`src/rtl/branch_predictor_pkg.sv`:
```
// Shared types for the fetch-side branch predictor: 2-bit direction
// counter encoding and the BTB entry layout.
package branch_predictor_pkg;

  typedef enum logic [1:0] {
    BP_SNT = 2'b00,
    BP_WNT = 2'b01,
    BP_WT  = 2'b10,
    BP_ST  = 2'b11
  } bp_ctr_t;

  localparam bp_ctr_t BP_CTR_RESET = BP_WNT;

  // Tag is kept at the widest possible size (PC[31:2]) and holds the PC bits
  // above the BTB index, zero-extended, so one struct serves any BTB depth.
  localparam int BP_TAG_W = 30;

  typedef struct packed {
    logic                valid;
    logic                is_cond;
    logic [BP_TAG_W-1:0] tag;
    logic [31:0]         target;
  } btb_entry_t;

endpackage

```
`src/rtl/bp_btb.sv`:
```
// Direct-mapped branch target buffer: one combinational lookup port and one
// registered write port. Only the valid bits are reset; payload is
// qualified by them.
module bp_btb
  import branch_predictor_pkg::*;
#(
  parameter int BTB_ENTRIES = 16
) (
  input  logic        clk,
  input  logic        rst_n,
  input  logic [31:0] lk_pc,
  output logic        lk_hit,
  output logic        lk_is_cond,
  output logic [31:0] lk_target,
  input  logic        wr_en,
  input  logic [31:0] wr_pc,
  input  logic        wr_is_cond,
  input  logic [31:0] wr_target
);

  localparam int BTB_W = $clog2(BTB_ENTRIES);

  logic [BTB_ENTRIES-1:0] valid_q;
  btb_entry_t             mem_q [BTB_ENTRIES];
  btb_entry_t             lk_entry;
  logic [BTB_W-1:0]       lk_idx;
  logic [BTB_W-1:0]       wr_idx;

  function automatic logic [BP_TAG_W-1:0] tag_of(input logic [31:0] pc);
    return BP_TAG_W'(pc >> (BTB_W + 2));
  endfunction

  assign lk_idx = lk_pc[BTB_W+1:2];
  assign wr_idx = wr_pc[BTB_W+1:2];

  // Lookup: hit needs a live slot whose stored tag matches the fetch PC
  always_comb begin
    lk_entry   = mem_q[lk_idx];
    lk_hit     = valid_q[lk_idx] & lk_entry.valid & (lk_entry.tag == tag_of(lk_pc));
    lk_is_cond = lk_entry.is_cond;
    lk_target  = lk_entry.target;
  end

  // Valid bits: cleared by reset, set on every write (aliases simply overwrite)
  always_ff @(posedge clk or negedge rst_n) begin
    if (!rst_n) begin
      valid_q <= '0;
    end else if (wr_en) begin
      valid_q[wr_idx] <= 1'b1;
    end
  end

  // Entry payload: written on taken resolves, never reset
  always_ff @(posedge clk) begin
    if (wr_en) begin
      mem_q[wr_idx] <= '{valid: 1'b1, is_cond: wr_is_cond,
                         tag: tag_of(wr_pc), target: wr_target};
    end
  end

endmodule

```
`src/rtl/branch_predictor.sv`:
```
// Fetch-side branch predictor: bimodal BHT of 2-bit counters plus a
// direct-mapped BTB (bp_btb). Prediction is combinational on pc_i; training
// happens at resolve time and becomes visible to lookup on the next cycle.
// Optional build macro BRANCH_PRED_GSHARE_EN adds a non-speculative global
// history register that is XORed into the lookup index (gshare).
module branch_predictor
  import branch_predictor_pkg::*;
#(
  parameter  int BHT_ENTRIES = 64,
  parameter  int BTB_ENTRIES = 16,
  localparam int IDX_W       = $clog2(BHT_ENTRIES)
) (
  input  logic             clk,
  input  logic             rst_n,
  input  logic [31:0]      pc_i,
  output logic             pred_taken_o,
  output logic [31:0]      pred_target_o,
  output logic [IDX_W-1:0] pred_idx_o,
  input  logic             upd_valid_i,
  input  logic [31:0]      upd_pc_i,
  input  logic [IDX_W-1:0] upd_idx_i,
  input  logic             upd_is_cond_i,
  input  logic             upd_taken_i,
  input  logic [31:0]      upd_target_i,
  input  logic             upd_pred_taken_i,
  input  logic [31:0]      upd_pred_target_i,
  output logic             mispredict_o,
  output logic [31:0]      mispred_cnt_o
);

  bp_ctr_t          bht_q [BHT_ENTRIES];
  logic [IDX_W-1:0] lk_idx;
  logic [1:0]       lk_ctr;
  logic             btb_hit;
  logic             btb_is_cond;
  logic [31:0]      btb_target;
  logic [31:0]      cnt_q;

  // Saturating 2-bit counter step: no wrap past ST or SNT
  function automatic bp_ctr_t ctr_next(input bp_ctr_t c, input logic taken);
    bp_ctr_t n;
    n = c;
    case (c)
      BP_SNT:  n = taken ? BP_WNT : BP_SNT;
      BP_WNT:  n = taken ? BP_WT  : BP_SNT;
      BP_WT:   n = taken ? BP_ST  : BP_WNT;
      BP_ST:   n = taken ? BP_ST  : BP_WT;
      default: n = BP_CTR_RESET;
    endcase
    return n;
  endfunction

  // Saturating event counter: sticks at all-ones
  function automatic logic [31:0] sat_inc(input logic [31:0] c);
    return (c == 32'hFFFF_FFFF) ? c : c + 32'd1;
  endfunction

`ifdef BRANCH_PRED_GSHARE_EN
  logic [IDX_W-1:0] ghr_q;

  assign lk_idx = pc_i[IDX_W+1:2] ^ ghr_q;

  // Global history: shifts in resolved conditional outcomes only
  always_ff @(posedge clk or negedge rst_n) begin
    if (!rst_n) begin
      ghr_q <= '0;
    end else if (upd_valid_i && upd_is_cond_i) begin
      ghr_q <= {ghr_q[IDX_W-2:0], upd_taken_i};
    end
  end
`else
  assign lk_idx = pc_i[IDX_W+1:2];
`endif

  bp_btb #(
    .BTB_ENTRIES (BTB_ENTRIES)
  ) u_btb (
    .clk        (clk),
    .rst_n      (rst_n),
    .lk_pc      (pc_i),
    .lk_hit     (btb_hit),
    .lk_is_cond (btb_is_cond),
    .lk_target  (btb_target),
    .wr_en      (upd_valid_i & upd_taken_i),
    .wr_pc      (upd_pc_i),
    .wr_is_cond (upd_is_cond_i),
    .wr_target  (upd_target_i)
  );

  // Prediction: jumps that hit are always taken, branches follow the counter MSB
  always_comb begin
    lk_ctr        = bht_q[lk_idx];
    pred_idx_o    = lk_idx;
    pred_taken_o  = btb_hit & (~btb_is_cond | lk_ctr[1]);
    pred_target_o = btb_hit ? btb_target : pc_i + 32'd4;
  end

  // Resolve-time check: wrong direction, or taken with the wrong target
  always_comb begin
    mispredict_o = upd_valid_i &
                   ((upd_taken_i != upd_pred_taken_i) |
                    (upd_taken_i & (upd_target_i != upd_pred_target_i)));
  end

  // BHT training on conditional resolves; lookup sees it next cycle (no bypass)
  always_ff @(posedge clk or negedge rst_n) begin
    if (!rst_n) begin
      for (int i = 0; i < BHT_ENTRIES; i++) begin
        bht_q[i] <= BP_CTR_RESET;
      end
    end else if (upd_valid_i && upd_is_cond_i) begin
      bht_q[upd_idx_i] <= ctr_next(bht_q[upd_idx_i], upd_taken_i);
    end
  end

  // Mispredict counter
  always_ff @(posedge clk or negedge rst_n) begin
    if (!rst_n) begin
      cnt_q <= '0;
    end else if (mispredict_o) begin
      cnt_q <= sat_inc(cnt_q);
    end
  end

  assign mispred_cnt_o = cnt_q;

endmodule

```
`config.mk`:
```
export PLATFORM = sky130hd
export DESIGN_NAME = branch_predictor
export DESIGN_NICKNAME = d
export VERILOG_FILES = /design/src/rtl/branch_predictor_pkg.sv /design/src/rtl/bp_btb.sv /design/src/rtl/branch_predictor.sv
export SDC_FILE = /design/constraint.sdc
export NUM_CORES = 1
export LEC_CHECK = 0
export BUFFER_PORTS_ARGS = -buffer_cell sky130_fd_sc_hd__buf_4
export CAP_MARGIN = 10
export CELL_PAD_IN_SITES_DETAIL_PLACEMENT = 0
export CELL_PAD_IN_SITES_GLOBAL_PLACEMENT = 1
export CORE_UTILIZATION = 34
export CTS_BUF_LIST = sky130_fd_sc_hd__clkbuf_16
export CTS_CLUSTER_DIAMETER = 30
export CTS_CLUSTER_SIZE = 20
export DETAILED_ROUTE_END_ITERATION = 12
export PLACE_DENSITY = 0.64
export REMOVE_ABC_BUFFERS = 1
export SYNTH_ARGS = -nofsm -noshare
export SYNTH_HDL_FRONTEND = slang
export SYNTH_SLANG_ARGS = --single-unit
```
`constraint.sdc`:
```
create_clock -name clk -period 9.14 [get_ports clk]
set_input_delay 0.914 -clock clk [delete_from_list [all_inputs] [get_ports clk]]
set_output_delay 0.914 -clock clk [all_outputs]
set_load 0.01 [all_outputs]
```
# [After elaboration in Yosys (flattened, before gate mapping)]
# Memories as Yosys holds them, arrays and structs flattened.
# Cells that the tools add are included.
[totals] memories=1 inputBits=140 ff_bits=176 ramBits=944
[memory_table] memory="u_btb.mem_q" depth=16 word_bits=59 read_ports=1 rd_ports_with_merged_regs=0 write_ports=1 line="bp_btb.sv:24" rtl="btb_entry_t mem_q [BTB_ENTRIES];"
[classes] magnitude_cmp=6 n_eq_ne=7 addsub=2 bitwise=13 n_mux=22 reduce_logical=5
[op_table] cell="128-bit bitwise mux" n=1
[op_table] cell="32-bit by 1-bit adder with 32-bit output, second input constant" n=1
[op_table] cell="32-bit by 3-bit adder with 32-bit output, second input constant" n=1
[op_table] cell="32-bit equality test, second input constant" n=1
[op_table] cell="32-bit two-way mux" n=1
[op_table] cell="32-bit != test" n=1
[op_table] cell="30-bit by 26-bit equality test with 1-bit output" n=1
[op_table] cell="2-bit binary-select mux with 6-bit select" n=2
[op_table] cell="2-bit two-way mux" n=8
[op_table] cell="16-bit OR" n=1
[op_table] cell="7-bit greater-or-equal comparator, second input constant" n=2
[op_table] cell="6-bit NOT with 7-bit output" n=2
[op_table] cell="2-bit demux with 6-bit select" n=1
[op_table] cell="4-bit by 5-bit < comparator with 1-bit output, second input constant" n=2
[op_table] cell="2-bit case mux with 4 select lines" n=1
[op_table] cell="7-bit by 1-bit < comparator with 1-bit output, second input constant" n=1
[op_table] cell="1-bit two-way mux" n=6
[op_table] cell="1-bit AND" n=5
[op_table] cell="1-bit binary-select mux with 4-bit select" n=1
[op_table] cell="1-bit demux with 4-bit select" n=1
[op_table] cell="2-bit equality test, second input constant" n=2
[op_table] cell="4-bit by 1-bit greater-or-equal comparator with 1-bit output, second input constant" n=1
[op_table] cell="1-bit logical AND" n=3
[op_table] cell="2-bit by 1-bit equality test with 1-bit output, second input constant" n=1
[op_table] cell="6 further kinds" n=8

# [Depth between registers and ports, before layout]
# Gate-level depths: netlist (run 1).
[logic_depth] depth_word=8 mapped_depth=14

# [By module]
# Synthesis (run 1) repeated with hierarchy kept, for this count alone.
[unflattened] cells_unflattened=2634 area_unflattened_um2=46572.2
[modules_own_cells] module="bp_btb" cells_each=1547 n_inst=1 seq_area_each_um2=28747.6 area_each_um2=36880.4
[modules_own_cells] module="branch_predictor" cells_each=1087 n_inst=1 seq_area_each_um2=4083.9 area_each_um2=9691.8

# [Least setup slack after synthesis (run 1)]
# No wires, ideal clock.
[synth_path] path_kind="input to register" startpoint="input port upd_pc_i[3]" endpoint="register u_btb.valid_q[0]" n_path_buf=0 path_slack_ns=3.176 arrival_ns=5.874 required_time_ns=9.050 stages=3 setup_time_ns=0.090 cell_sequence="or3_1 nor3_1 or2_2"
[synth_between] elab_chain_cells=5 word_cells_on_any_way=6 classes_between="order compare: 2; mux: 2; bitwise: 1; reduce/logical: 1"
[synth_lines] item="from (decl)" line="branch_predictor.sv:20" rtl="input logic [31:0] upd_pc_i,"
[synth_lines] item="4-bit by 5-bit < comparator with 1-bit output (implied by the code) or 4-bit by 1-bit greater-or-equal comparator with 1-bit output (tied branches)" line="bp_btb.sv:49" rtl="valid_q[wr_idx] <= 1'b1;"
[synth_lines] item="1-bit logical AND (implied by the code)" line="bp_btb.sv:49"
[synth_lines] item="1-bit two-way mux (implied by the code)" line="bp_btb.sv:49"
[synth_lines] item="1-bit demux with 4-bit select (*)"
[synth_lines] item="16-bit OR (no source line) (*)"
[synth_lines] item="to (signal assigned)" line="bp_btb.sv:47" rtl="valid_q <= '0;"
[synth_lines] item="to (signal, indexed assignment)" line="bp_btb.sv:49"
[synth_lines] item="to (decl)" line="bp_btb.sv:23" rtl="logic [BTB_ENTRIES-1:0] valid_q;"
# Mark *: on every way between the ends. The rest lies on a longest branch, timed or not.
# A chain may end at the register's enable or synchronous reset.

# [Worst setup path in the final report (run 1)]
[layout_path] startpoint="input port pc_i[2]" endpoint="output port pred_target_o[18]"
[layout_between] elab_chain_cells=5 word_cells_on_any_way=8 classes_between="add/sub: 1; eq/ne: 1; mux: 3; bitwise: 2; memory: 1"
[layout_lines] item="from (decl)" line="branch_predictor.sv:15" rtl="input logic [31:0] pc_i,"
[layout_lines] item="parallel branches: the longest is 4 deep, another holds memory read 16 x 59 bit"
[layout_lines] item="32-bit two-way mux (*)" line="branch_predictor.sv:95" rtl="pred_target_o = btb_hit ? btb_target : pc_i + 32'd4;"
[layout_lines] item="to (decl)" line="branch_predictor.sv:17" rtl="output logic [31:0] pred_target_o,"
# Every way passes the cells marked *. The select of a mux whose other input is x is not followed.

==> results.tsv, run 1 <==
stage	metric	value	unit
outcome	status	finished, final reports clean	
power_and_ir_drop	finalPower	14.2	mW
timing	fin_crit_sh	73.3	%
hold_path	hp-class	primary input to asynchronous set/reset pin	
layout	layout-drive-gt1-share	38.1	%
logic_synthesis	synth_edf_count	944	
floorplan	ioPinCount	212	
logic_synthesis	synth.top_cell.area_share	61.0	%
floorplan	die_w	372	um
layout	final_area	57400	um^2
route	wl	130	mm
setup_path	critPathLaunch	pc_i[2]	
floorplan	core	135000	um^2
logic_synthesis	synth.avg_cell_area	19.2	um^2
grt	grt_pass1_vias	26800	
floorplan	die_height	372	um
clocking	ctsHtreeMaxLevel	4	
clocking	cts_tree	built	
logic_synthesis	ys_warn_count	0	
logic_synthesis	synthFlopType	edfxtp_1	
clocking	cts-resized-gates	0	
layout	final_core_util	42.4	%
timing	hold_slack	227	ps
logic_synthesis	ys_types	76	
route	wl_per_cell	27.5	um
floorplan	start_util	34.3	%
timing	layout_min_cycle_time	6700	ps
grt	grt_pass1_wl	187	mm
grt	grt_max_degree	100	
logic_synthesis	synth_common_cells	944 x edfxtp_1, 275 x mux4_2, 137 x mux2_2	
grt	grt_remaining_overflow	0	
route	vias	25500	
setup_path	worstSetupPathType	primary input to primary output	
power_and_ir_drop	power_density	248	nW/um^2
logic_synthesis	ys_seq_area_share	70.7	%
layout	nFillCells	11800	
timing	slew_headroom	17.9	%
logic_synthesis	synthCells	2413	
clocking	cts_setup_buffers	0	
logic_synthesis	synth_seq_cells	1120	
logic_synthesis	synth_top_cells_by_area	edfxtp_1 61%, mux4_2 13%, dfrtp_1 6.0%	
setup_path	r2r_slack	6010	ps
timing	hold_viol_final	0	
setup_path	crit_end	pred_target_o[18]	
floorplan	num_rows	135	
timing	rsz0062_at_grt	no	
setup_path	worst-endpoint-required	8230	ps
timing	setup_viol	0	
layout	final-seq-area	32800	um^2
clocking	clk_pin_slew	50	ps
placement	hpwl	76.2	mm
placement	placed_cell_area	50100	um^2
placement	port_buffers	209	
placement	routabilityCongestion	0.893	
logic_synthesis	yosysTopAreaCell	edfxtp_1	
power_and_ir_drop	vdd_ir_drop_max	0.000173	V
timing	worstMarginPinSlew	1230	ps
setup_path	r2r.worst_path.cells	8	
setup_path	arrival	5790	ps
route	via_per_inst	5.40	
layout	nNetsFinal	2892	
job	maxCapViolations	0	
clocking	worstSkewPairLatency	790	ps
clocking	cts_hold_buf	0	
route	drc	0	
clocking	clock_path_buffers	3	
layout	multiInputGateArea	13000	um^2
route	drt-initial-drc-count	2411	
power_and_ir_drop	p_leak	19.9	nW
route	drtPass1Iterations	5	
floorplan	die-area	138000	um^2
logic_synthesis	synthArstFlopShare	15.7	%
grt	track_usage	18.9	%
timing	fin_skew	40.3	ps
timing	clock.fmax	0.149	GHz
logic_synthesis	netlist_area	46400	um^2
timing	setup_tns	0	ps
clocking	clock_sinks	1120	
setup_path	reg2reg_to	bht_q[31]	
route	detail-route-antenna-nets	0	
timing	slew_viol_final	0	
clocking	cts_root_buf	clkbuf_16	
layout	area_delta_synth_final	23.6	%
logic_synthesis	yosysMostFrequentCell	edfxtp_1	
setup_path	rr_startpoint	bht_q[65]	
clocking	cts_buffers	208	
setup_path	cp-end-kind	primary output	
setup_path	worst_setup_path_start_kind	primary input	
grt	antenna_found_initial	13	
setup_path	cp_max_fo	57	
-- critical path, stage by stage --
cell and delay [ps]:
buf_8 470, buf_4 750, mux4_1 650, mux4_2 530, xnor2_1 400, nand4_1 230, nor4_4 300, buf_4 630
mux2_1 530, buf_4 200
-- worst min-delay path by stage --
stage	from	to	slack, ps
after floorplan	u_btb.valid_q[1]	u_btb.valid_q[1]	430
after global placement	u_btb.valid_q[2]	u_btb.valid_q[2]	440
after detailed placement	u_btb.valid_q[15]	u_btb.valid_q[15]	450
after CTS	rst_n	mispred_cnt_o[2]	200
after global routing	rst_n	mispred_cnt_o[2]	270
final	rst_n	mispred_cnt_o[0]	230
-- where the power goes --
part / total [mW] / switching [mW] / internal (mW)
Clock: 7.71 / 2.61 / 5.10
Sequential: 5.74 / 0.0580 / 5.68
Combinational: 0.792 / 0.465 / 0.327
-- layout make-up --
class	count	share of cell area, %
sequential	1120	57.2
multi-input combinational	1138	22.6
clock buffer	211	9.20
tap	1781	3.88
timing repair buffer	262	3.54
clock inverter	180	3.40
inverter	20	0.135
antenna	5	0.0218
-- cells by family after synthesis --
family / share of synthesized area [%]
xor gates and xnor gates: 2.06
adders and majority gates: 0.0970
buffers and inverters: 1.71
and+or+nand+nor: 3.81
muxes: 18.7
DFF: 70.7
AOI/OAI and AO/OA: 2.96
-- metrics by stage --
step | setup slack (ps) | std cells
floorplan | 3180 | 2278
global placement | 2410 | 4320
detailed placement | 2420 | 4320
CTS | 2430 | 4711
global route | 2120 | 4712
finish | 2440 | 4717
-- sequential cells by signal, summed over array words and instances, names as in the netlist --
register	count
bht_q	128
u_btb.mem_q	944
mispred_cnt_o	32
u_btb.valid_q	16
-- routing by layer --
metal  GRT usage [%]  share of wire, %
met5               0             0.077
met2            30.7                49
met3            4.01               6.9
met4            4.97               1.8
met1            25.6                42
-- cell usage in the layout, fill, tap and decap left out, types with 26 or more instances in the layout --
cell type / instances
edfxtp_1: 944
mux4_2: 275
buf_4: 255
clkbuf_16: 211
mux2_2: 137
dfrtp_1: 112
nor2_1: 110
dfstp_2: 64
xor2_1: 63
nand2_1: 57
inv_1: 50
a22oi_1: 49
xnor2_1: 46
mux2i_1: 41
bufinv_16: 32
clkinv_2: 30
clkinv_1: 29
nand3_1: 27
nor4_1: 27
mux2_1: 26
Note: power is estimated with default switching activity, not from simulation.
==> run 2: changes to the inputs <==
Clock period 9.14 ns to 6.7 ns, I/O delays scaled along.
==> results.tsv, run 2 (synthesis results as in run 1) <==
stage	metric	value	unit
outcome	status	finished, final reports clean	
route	via_per_inst	5.41	
setup_path	worstSetupPathType	primary input to primary output	
route	wl_per_cell	27.5	um
layout	final_common_cell	edfxtp_1	
timing	slew_viol_final	0	
clocking	cts_buffers	212	
timing	fin_crit_sh	83.2	%
placement	place_inst	4328	
clocking	clock_path_buffers	3	
hold_path	hp-class	primary input to register	
power_and_ir_drop	clkPwrFrac	54.1	%
floorplan	num_rows	135	
clocking	worstSkewPairLatency	790	ps
layout	layout-drive-gt1-share	38.8	%
grt	grt_pass1_wl	187	mm
layout	layout.cells.non_filler	4737	
timing	setup_viol	0	
timing	setup_tns	0	ps
power_and_ir_drop	power.internal	15.1	mW
layout	multiInputGateArea	13000	um^2
grt	track_usage	18.9	%
setup_path	worst-endpoint-required	6030	ps
power_and_ir_drop	swShare	22.3	%
layout	largest_register_ffs	944	
placement	placed_cell_area	50200	um^2
route	drc	0	
timing	hold_viol_final	0	
placement	place_ws	1040	ps
floorplan	core	135000	um^2
route	vias	25600	
layout	layout_common_cells	944 x edfxtp_1, 275 x mux4_2, 265 x buf_4	
power_and_ir_drop	finalPower	19.4	mW
clocking	cts_tree	built	
setup_path	arrival	4900	ps
power_and_ir_drop	switching_power	4.34	mW
grt	grt_max_degree	124	
power_and_ir_drop	p_seq_share	40.3	%
placement	hpwl	77.0	mm
timing	layout_min_cycle_time	5570	ps
clocking	clk_pin_slew	50	ps
layout	regMostFlops	u_btb.mem_q	
timing	slew_headroom	23.2	%
placement	routabilityCongestion	0.916	
layout	final_area	57500	um^2
setup_path	cp_max_fo	55	
power_and_ir_drop	p_leak	19.9	nW
timing	rsz0062_at_grt	no	
timing	hold_slack	183	ps
layout	final-seq-area	32800	um^2
clocking	cts_setup_buffers	0	
grt	antenna_found_initial	14	
power_and_ir_drop	vdd_ir_drop_max	0.000248	V
clocking	cts_root_buf	clkbuf_16	
timing	worstMarginPinSlew	1150	ps
grt	grt_pass1_vias	26900	
placement	port_buffers	209	
route	drtPass1Iterations	8	
clocking	ctsHtreeMaxLevel	4	
route	detail-route-antenna-nets	0	
timing	setup_ws	1130	ps
floorplan	ioPinCount	212	
floorplan	die_height	372	um
timing	fin_skew	16.4	ps
setup_path	cp-end-kind	primary output	
floorplan	die_w	372	um
route	drt-initial-drc-count	2396	
layout	nFillCells	11800	
grt	grt_remaining_overflow	0	
layout	area_delta_synth_final	23.7	%
layout	nNetsFinal	2906	
power_and_ir_drop	power_density	338	nW/um^2
clocking	clock_sinks	1120	
power_and_ir_drop	combPwrFrac	5.6	%
layout	final_core_util	42.4	%
timing	clock.fmax	0.179	GHz
route	wl	130	mm
floorplan	start_util	34.3	%
setup_path	worst_setup_path_start_kind	primary input	
floorplan	die-area	138000	um^2
job	maxCapViolations	0	
## run 2: final timing paths
check | from | depth (start not counted) | end | slack (ps)
min in group asynchronous | rst_n | 2 | mispred_cnt_o[18] | 420
min reg2reg | u_btb.valid_q[0] | 1 | u_btb.valid_q[0] | 460
max in group asynchronous | rst_n | 3 | bht_q[89] | 5130
max | pc_i[2] | 10 | pred_target_o[20] | 1130
max reg2reg | mispred_cnt_o[3] | 8 | mispred_cnt_o[1] | 3530
min | upd_pc_i[6] | 1 | u_btb.mem_q[14][32] | 180
## run 2: power by group through the flow
stage          registers, mW  clock network [mW]  logic, mW
5_1_grt                 7.84                11.0       1.16
4_1_cts                 7.83                10.7       1.09
2_1_floorplan           7.94                   0      0.501
3_3_place_gp            7.94                   0       1.07
3_5_place_dp            7.95                   0       1.09
6_report                7.83                10.5       1.09
## run 2: critical path: stages
cell,delay (ps)
buf_8,450
buf_4,550
mux4_1,630
mux4_2,520
xnor2_1,340
nand4_1,200
nor4_4,210
buf_4,470
mux2_1,510
buf_4,200
## run 2: layout make-up
| class | count | area share [%] |
|---|---|---|
| Inverter | 20 | 0.135 |
| Timing Repair Buffer | 272 | 3.66 |
| Antenna cell | 3 | 0.0131 |
| Tap cell | 1781 | 3.88 |
| Sequential cell | 1120 | 57.1 |
| Clock inverter | 186 | 3.14 |
| Multi-Input combinational cell | 1138 | 22.6 |
| Clock buffer | 217 | 9.45 |
## run 2: timing repair
action,in CTS,in global routing
endpoints found under the hold margin,0,29
hold buffers,0,1
gates resized for setup,0,0
## run 2: layer usage
layer | GRT usage (%) | up-vias | share of wire [%]
met4 | 5.33 | 18 | 2.1
li1 | - | 10700 | -
met3 | 4.42 | 249 | 6.6
met2 | 31.1 | 998 | 49
met1 | 24.8 | 13700 | 42
met5 | 0 | - | 0.11
